==> config.mk <==
export PLATFORM = sky130hd
export DESIGN_NAME = mem_port_arbiter
export DESIGN_NICKNAME = d
export VERILOG_FILES = /design/src/rtl/core_pkg.sv /design/src/rtl/mem_arb_timer.sv /design/src/rtl/mem_port_arbiter.sv
export SDC_FILE = /design/constraint.sdc
export NUM_CORES = 1
export LEC_CHECK = 0
export BUFFER_PORTS_ARGS = -buffer_cell sky130_fd_sc_hd__buf_2
export CAP_MARGIN = 10
export CORE_AREA = 2 2 107 109
export CTS_CLUSTER_SIZE = 8
export DETAILED_ROUTE_END_ITERATION = 10
export DIE_AREA = 0 0 109 111
export HOLD_SLACK_MARGIN = 0.15
export PLACE_DENSITY = 0.78
export SYNTH_ARGS = -nofsm -noshare
export SYNTH_HDL_FRONTEND = slang
export SYNTH_SLANG_ARGS = --single-unit
==> constraint.sdc <==
create_clock -name clk -period 2.45 [get_ports clk]
set_input_delay 0.1225 -clock clk [delete_from_list [all_inputs] [get_ports clk]]
set_output_delay 0.1225 -clock clk [all_outputs]
set_load 0.01 [all_outputs]
==> src/rtl/core_pkg.sv <==
// Shared types and default limits for the core's memory port arbiter.
package core_pkg;

  localparam int unsigned DEF_MAX_DM_STREAK = 4;
  localparam int unsigned DEF_TIMEOUT       = 15;

  typedef enum logic [1:0] {
    IDLE      = 2'd0,
    WAIT_GNT  = 2'd1,
    WAIT_RESP = 2'd2
  } arb_state_t;

  typedef enum logic [1:0] {
    NONE   = 2'd0,
    OWN_IF = 2'd1,
    OWN_DM = 2'd2
  } arb_owner_t;

endpackage

==> src/rtl/mem_arb_timer.sv <==
// Transaction timeout: loads on grant, counts down while a transaction is open,
// and flags expiry in the TIMEOUT-th cycle spent waiting on memory.
module mem_arb_timer
  import core_pkg::*;
#(
  parameter int unsigned TIMEOUT = DEF_TIMEOUT
) (
  input  logic clk,
  input  logic rst,
  input  logic i_load,
  input  logic i_run,
  output logic o_expire
);

  localparam int unsigned CNT_W = $clog2(TIMEOUT);

  logic [CNT_W-1:0] r_cnt;

  always_ff @(posedge clk) begin
    if (rst) begin
      r_cnt <= '0;
    end else if (i_load) begin
      r_cnt <= CNT_W'(TIMEOUT - 1);
    end else if (i_run && (r_cnt != '0)) begin
      r_cnt <= r_cnt - CNT_W'(1);
    end
  end

  assign o_expire = i_run & (r_cnt == '0);

endmodule

==> src/rtl/mem_port_arbiter.sv <==
// Shares one memory port between instruction fetch and the data path with a
// single outstanding transaction, DM-first priority and an IF anti-starvation limit.
module mem_port_arbiter
  import core_pkg::*;
#(
  parameter int unsigned ADDR_W        = 32,
  parameter int unsigned DATA_W        = 32,
  parameter int unsigned MAX_DM_STREAK = DEF_MAX_DM_STREAK,
  parameter int unsigned TIMEOUT       = DEF_TIMEOUT
) (
  input  logic                  clk,
  input  logic                  rst,
  input  logic                  if_req_i,
  input  logic [ADDR_W-1:0]     if_addr_i,
  output logic                  if_gnt_o,
  output logic                  if_rvalid_o,
  output logic [DATA_W-1:0]     if_rdata_o,
  input  logic                  dm_req_i,
  input  logic                  dm_we_i,
  input  logic [ADDR_W-1:0]     dm_addr_i,
  input  logic [DATA_W-1:0]     dm_wdata_i,
  input  logic [DATA_W/8-1:0]   dm_be_i,
  output logic                  dm_gnt_o,
  output logic                  dm_rvalid_o,
  output logic [DATA_W-1:0]     dm_rdata_o,
  output logic                  mem_req_o,
  output logic                  mem_we_o,
  output logic [ADDR_W-1:0]     mem_addr_o,
  output logic [DATA_W-1:0]     mem_wdata_o,
  output logic [DATA_W/8-1:0]   mem_be_o,
  input  logic                  mem_gnt_i,
  input  logic                  mem_rvalid_i,
  input  logic [DATA_W-1:0]     mem_rdata_i,
  output logic                  stall_o,
  output logic                  err_o
);

  localparam int unsigned STREAK_W = $clog2(MAX_DM_STREAK + 1);

  arb_state_t            r_state;
  arb_state_t            w_next_state;
  arb_owner_t            r_owner;
  logic                  r_we;
  logic [ADDR_W-1:0]     r_addr;
  logic [DATA_W-1:0]     r_wdata;
  logic [DATA_W/8-1:0]   r_be;
  logic [STREAK_W-1:0]   r_dm_streak;

  logic w_streak_max;
  logic w_grant_if;
  logic w_grant_dm;
  logic w_grant;
  logic w_expire;
  logic w_resp;
  logic w_abort;

  // DM wins ties unless IF has already waited out MAX_DM_STREAK DM grants.
  assign w_streak_max = (r_dm_streak == STREAK_W'(MAX_DM_STREAK));
  assign w_grant_dm   = ~rst & (r_state == IDLE) & dm_req_i & ~(if_req_i & w_streak_max);
  assign w_grant_if   = ~rst & (r_state == IDLE) & if_req_i & ~w_grant_dm;
  assign w_grant      = w_grant_if | w_grant_dm;
  assign w_resp       = (r_state == WAIT_RESP) & mem_rvalid_i & (r_owner != NONE);
  assign w_abort      = w_expire & ~w_resp;

  mem_arb_timer #(
    .TIMEOUT (TIMEOUT)
  ) u_timer (
    .clk      (clk),
    .rst      (rst),
    .i_load   (w_grant),
    .i_run    (r_state != IDLE),
    .o_expire (w_expire)
  );

  always_ff @(posedge clk) begin
    if (rst) begin
      r_state <= IDLE;
    end else begin
      r_state <= w_next_state;
    end
  end

  always_comb begin
    w_next_state = r_state;
    case (r_state)
      IDLE: begin
        if (w_grant) w_next_state = WAIT_GNT;
      end
      WAIT_GNT: begin
        if (w_abort)        w_next_state = IDLE;
        else if (mem_gnt_i) w_next_state = WAIT_RESP;
      end
      WAIT_RESP: begin
        if (w_resp | w_abort) w_next_state = IDLE;
      end
      default: w_next_state = IDLE;
    endcase
  end

  // Request payload is captured at grant so mem_* stay stable while the requester moves on.
  always_ff @(posedge clk) begin
    if (rst) begin
      r_owner <= NONE;
      r_we    <= 1'b0;
      r_addr  <= '0;
      r_wdata <= '0;
      r_be    <= '0;
    end else if (w_grant) begin
      r_owner <= w_grant_dm ? OWN_DM : OWN_IF;
      r_we    <= w_grant_dm & dm_we_i;
      r_addr  <= w_grant_dm ? dm_addr_i : if_addr_i;
      r_wdata <= (w_grant_dm & dm_we_i) ? dm_wdata_i : '0;
      r_be    <= (w_grant_dm & dm_we_i) ? dm_be_i : '1;
    end else if (w_next_state == IDLE) begin
      r_owner <= NONE;
    end
  end

  always_ff @(posedge clk) begin
    if (rst) begin
      r_dm_streak <= '0;
    end else if (~if_req_i | w_grant_if) begin
      r_dm_streak <= '0;
    end else if (w_grant_dm & ~w_streak_max) begin
      r_dm_streak <= r_dm_streak + STREAK_W'(1);
    end
  end

  always_comb begin
    if_gnt_o    = 1'b0;
    dm_gnt_o    = 1'b0;
    if_rvalid_o = 1'b0;
    dm_rvalid_o = 1'b0;
    if_rdata_o  = '0;
    dm_rdata_o  = '0;
    mem_req_o   = 1'b0;
    mem_we_o    = 1'b0;
    mem_addr_o  = '0;
    mem_wdata_o = '0;
    mem_be_o    = '0;
    stall_o     = 1'b0;
    err_o       = 1'b0;
    if (!rst) begin
      if_gnt_o    = w_grant_if;
      dm_gnt_o    = w_grant_dm;
      if_rvalid_o = (w_resp | w_abort) & (r_owner == OWN_IF);
      dm_rvalid_o = (w_resp | w_abort) & (r_owner == OWN_DM);
      if (w_resp & ~r_we) begin
        if (r_owner == OWN_IF) if_rdata_o = mem_rdata_i;
        if (r_owner == OWN_DM) dm_rdata_o = mem_rdata_i;
      end
      mem_req_o   = (r_state == WAIT_GNT) & ~w_expire;
      mem_we_o    = r_we;
      mem_addr_o  = r_addr;
      mem_wdata_o = r_wdata;
      mem_be_o    = r_be;
      stall_o     = (r_state != IDLE) | (if_req_i & ~w_grant_if) | (dm_req_i & ~w_grant_dm);
      err_o       = w_abort;
    end
  end

endmodule

==> flow_metrics.py <==
metrics = {
    "status": {
        "outcome": "finished, final reports clean",
    },
    "sta": {
        "holdWs_ns": 0.143,
        "finalCritPeriodShare": 0.923,
        "relSlewSlack": 0.428,
        "fmax_mhz": 442,
        "fin_skew_ns": 0.00822,
        "setup_slack_ns": 0.188,
        "fin_tns_setup_ns": 0,
        "finalHoldViolCount": 0,
        "fin_crit_ns": 2.26,
        "worst_slew_pin_slew_ns": 0.855,
        "slew_viol_final": 0,
        "rsz0062_at_grt": "no",
        "finalSetupViolations": 0,
    },
    "clock_tree": {
        "clk_pin_slew_ns": 0.06,
        "cts-htree-levels": 3,
        "cts_inserted_buffers": 9,
        "clk_path_buf_depth": 2,
        "clk_latency_ns": 0.33,
        "root_buffer": "clkbuf_16",
        "cts.sinks": 80,
        "cts_tree": "yes",
    },
    "critical_path": {
        "path_class": "register to register",
        "critPathRequiredTime_ns": 2.66,
        "r2r_slack_ns": 0.19,
        "reg2reg_to": "r_addr[23]",
        "worstPathArrival_ns": 2.48,
        "crit_path_start_kind": "register",
        "crit_fanout": 15,
        "r2r_start": "r_state[0]",
        "reg2reg_depth": 5,
        "setup.worst_path.end_class": "register",
    },
    "yosys": {
        "synthFlopType": "dfxtp_1",
        "synth.top_cell.area_share": 0.399,
        "ys_top_cells_by_area": "dfxtp_1, and2_1, nor2b_1",
        "yosysUniqueCellTypes": 44,
        "synthesis.nets": 594,
        "synthTopCellsByCount": "dfxtp_1, and2_1, nor2b_1",
        "synth_edf_count": 0,
        "synth_top_cell_by_area": "dfxtp_1",
        "syn_area_per_cell_um2": 8.89,
        "yosysMostFrequentCell": "dfxtp_1",
        "seq_area_frac_synth": 0.399,
        "postSynthCellCount": 452,
        "async_reset_ff_frac": 0,
        "syn-cell-area_um2": 4020,
        "synth_seq_cells": 80,
        "yosys_warnings": 0,
    },
    "placed_design": {
        "gp_routability_congestion": 0.813,
        "pre_cts_slack_ns": 0.624,
        "placement.cell_area_um2": 5460,
        "port_buffers": 278,
        "dp_hpwl_mm": 9.93,
        "dp.cells": 849,
    },
    "floorplanning": {
        "core_area_um2": 11100,
        "start_util": 0.363,
        "fp.dieH_um": 111,
        "num_rows": 39,
        "io_pins": 279,
        "dieArea_um2": 12100,
        "die_w_um": 109,
    },
    "drt": {
        "wl_per_cell_um": 15.7,
        "drtIter0Drc": 173,
        "vias": 4674,
        "vias_per_cell": 4.82,
        "wirelength_mm": 15.2,
        "drtPass1Iterations": 5,
        "drcViolationCount": 0,
        "antenna_left": 0,
    },
    "worst_hold_path": {
        "hold_path_class": "input port to register",
        "worstHoldStart": "dm_addr_i[2]",
        "min_path_cells": 3,
        "worstHoldEndpoint": "r_addr[2]",
    },
    "pwr": {
        "power.density_nw_per_um2": 579,
        "finalPower_mw": 3.95,
        "max-vdd-ir-drop_uv": 371,
        "power.leakage_nw": 3.59,
    },
    "final_layout": {
        "postLayoutCellArea_um2": 6810,
        "drive_gt1_frac": 0.381,
        "final_util": 0.615,
        "fillerInstances": 945,
        "final_cells": 970,
        "seqCellArea_um2": 1600,
        "multiInputGateArea_um2": 2200,
        "nets": 961,
        "area_growth_pct": 69.6,
    },
    "grt": {
        "grt_pass1_wl_mm": 22.6,
        "grt_max_degree": 44,
        "first_global_vias": 4561,
        "grt_overflow_total": 0,
        "antenna_found_initial": 10,
        "grt_usage": 0.244,
    },
    "job": {
        "maxCapViolCount": 0,
    },
}
-- critical path, stage by stage, from the launching register on --
cell and delay, ns:
dfxtp_1 0.37, or2_2 0.39, a211o_1 0.46, o22ai_1 0.29
nor2_1 0.06, dlygate4sd3_1 0.57
-- layout by cell type, fill, tap and decap left out, types with 3 or more instances in the layout --
cell type / count
dlygate4sd3_1: 99
and2b_1: 14
nand2b_1: 5
buf_4: 12
a22o_1: 32
a21oi_1: 6
o21ai_1: 4
buf_2: 278
nand3_1: 5
inv_1: 7
nor2_1: 32
o22ai_1: 13
clkbuf_16: 9
and2_1: 62
nand2_1: 27
ha_1: 3
diode_2: 3
clkinvlp_4: 3
nor2b_1: 56
o21ai_0: 18
o22a_1: 4
mux2i_1: 20
nor3_1: 5
dfxtp_1: 80
-- timing repair --
| action | 4_1_cts | 5_1_grt |
|---|---|---|
| hold buffers | 99 | 0 |
| setup buffers | 0 | 3 |
| gates resized for setup | 0 | 1 |
| endpoints found under the hold margin | 68 | 0 |
| setup endpoints to repair | 0 | 4 |
-- state kept, by name, summed over array words and instances (netlist names) --
| name | count |
|---|---|
| r_be | 4 |
| r_addr | 32 |
| u_timer.r_cnt | 4 |
| r_state | 2 |
| r_owner | 2 |
| r_we | 1 |
| r_wdata | 32 |
| r_dm_streak | 3 |
-- cell type report --
cell class	instances	area share
clock inverters	7	0.0141
multi-input cells	332	0.323
diodes	3	0.00110
repair buffers	389	0.363
clock buffers	9	0.0331
inverters	7	0.00386
well taps	143	0.0263
flip-flops and latches	80	0.235
-- cells by family (layout without fill, tap and decap cells) --
| group | Yosys count | after routing | synth area share |
|---|---|---|---|
| buf+inv | 40 | 412 | 0.0576 |
| mux | 20 | 20 | 0.0498 |
| simple gates | 219 | 219 | 0.322 |
| xor+xnor | 1 | 1 | 0.00218 |
| fa+ha+maj | 3 | 3 | 0.00935 |
| other cells | 0 | 3 | 0 |
| compound gates | 89 | 89 | 0.160 |
| flops | 80 | 80 | 0.399 |
-- per-layer routing --
layer | up-vias | GRT usage | routed length [um]
li1 | 2272 | - | -
met1 | 2132 | 0.240 | 5330
met2 | 217 | 0.445 | 7800
met3 | 45 | 0.0952 | 1550
met4 | 8 | 0.103 | 471
met5 | - | 0 | 53
-- how the worst max path moves through the flow --
stage	from	endpoint	slack, ns
floorplan	u_timer.r_cnt[0]	dm_rvalid_o	0.91
global placement	u_timer.r_cnt[0]	err_o	0.68
detailed placement	rst	r_addr[2]	0.62
CTS	r_state[0]	r_addr[6]	0.17
global route	u_timer.r_cnt[0]	err_o	0.05
finish	r_state[0]	r_addr[23]	0.19
-- report_power, final --
part           switching (mW)  leakage, nW  internal [mW]
registers              0.0659        0.659           1.46
logic                   0.467         2.79          0.518
clock network           0.544        0.148          0.892
Power figures use the tool's default switching activity.
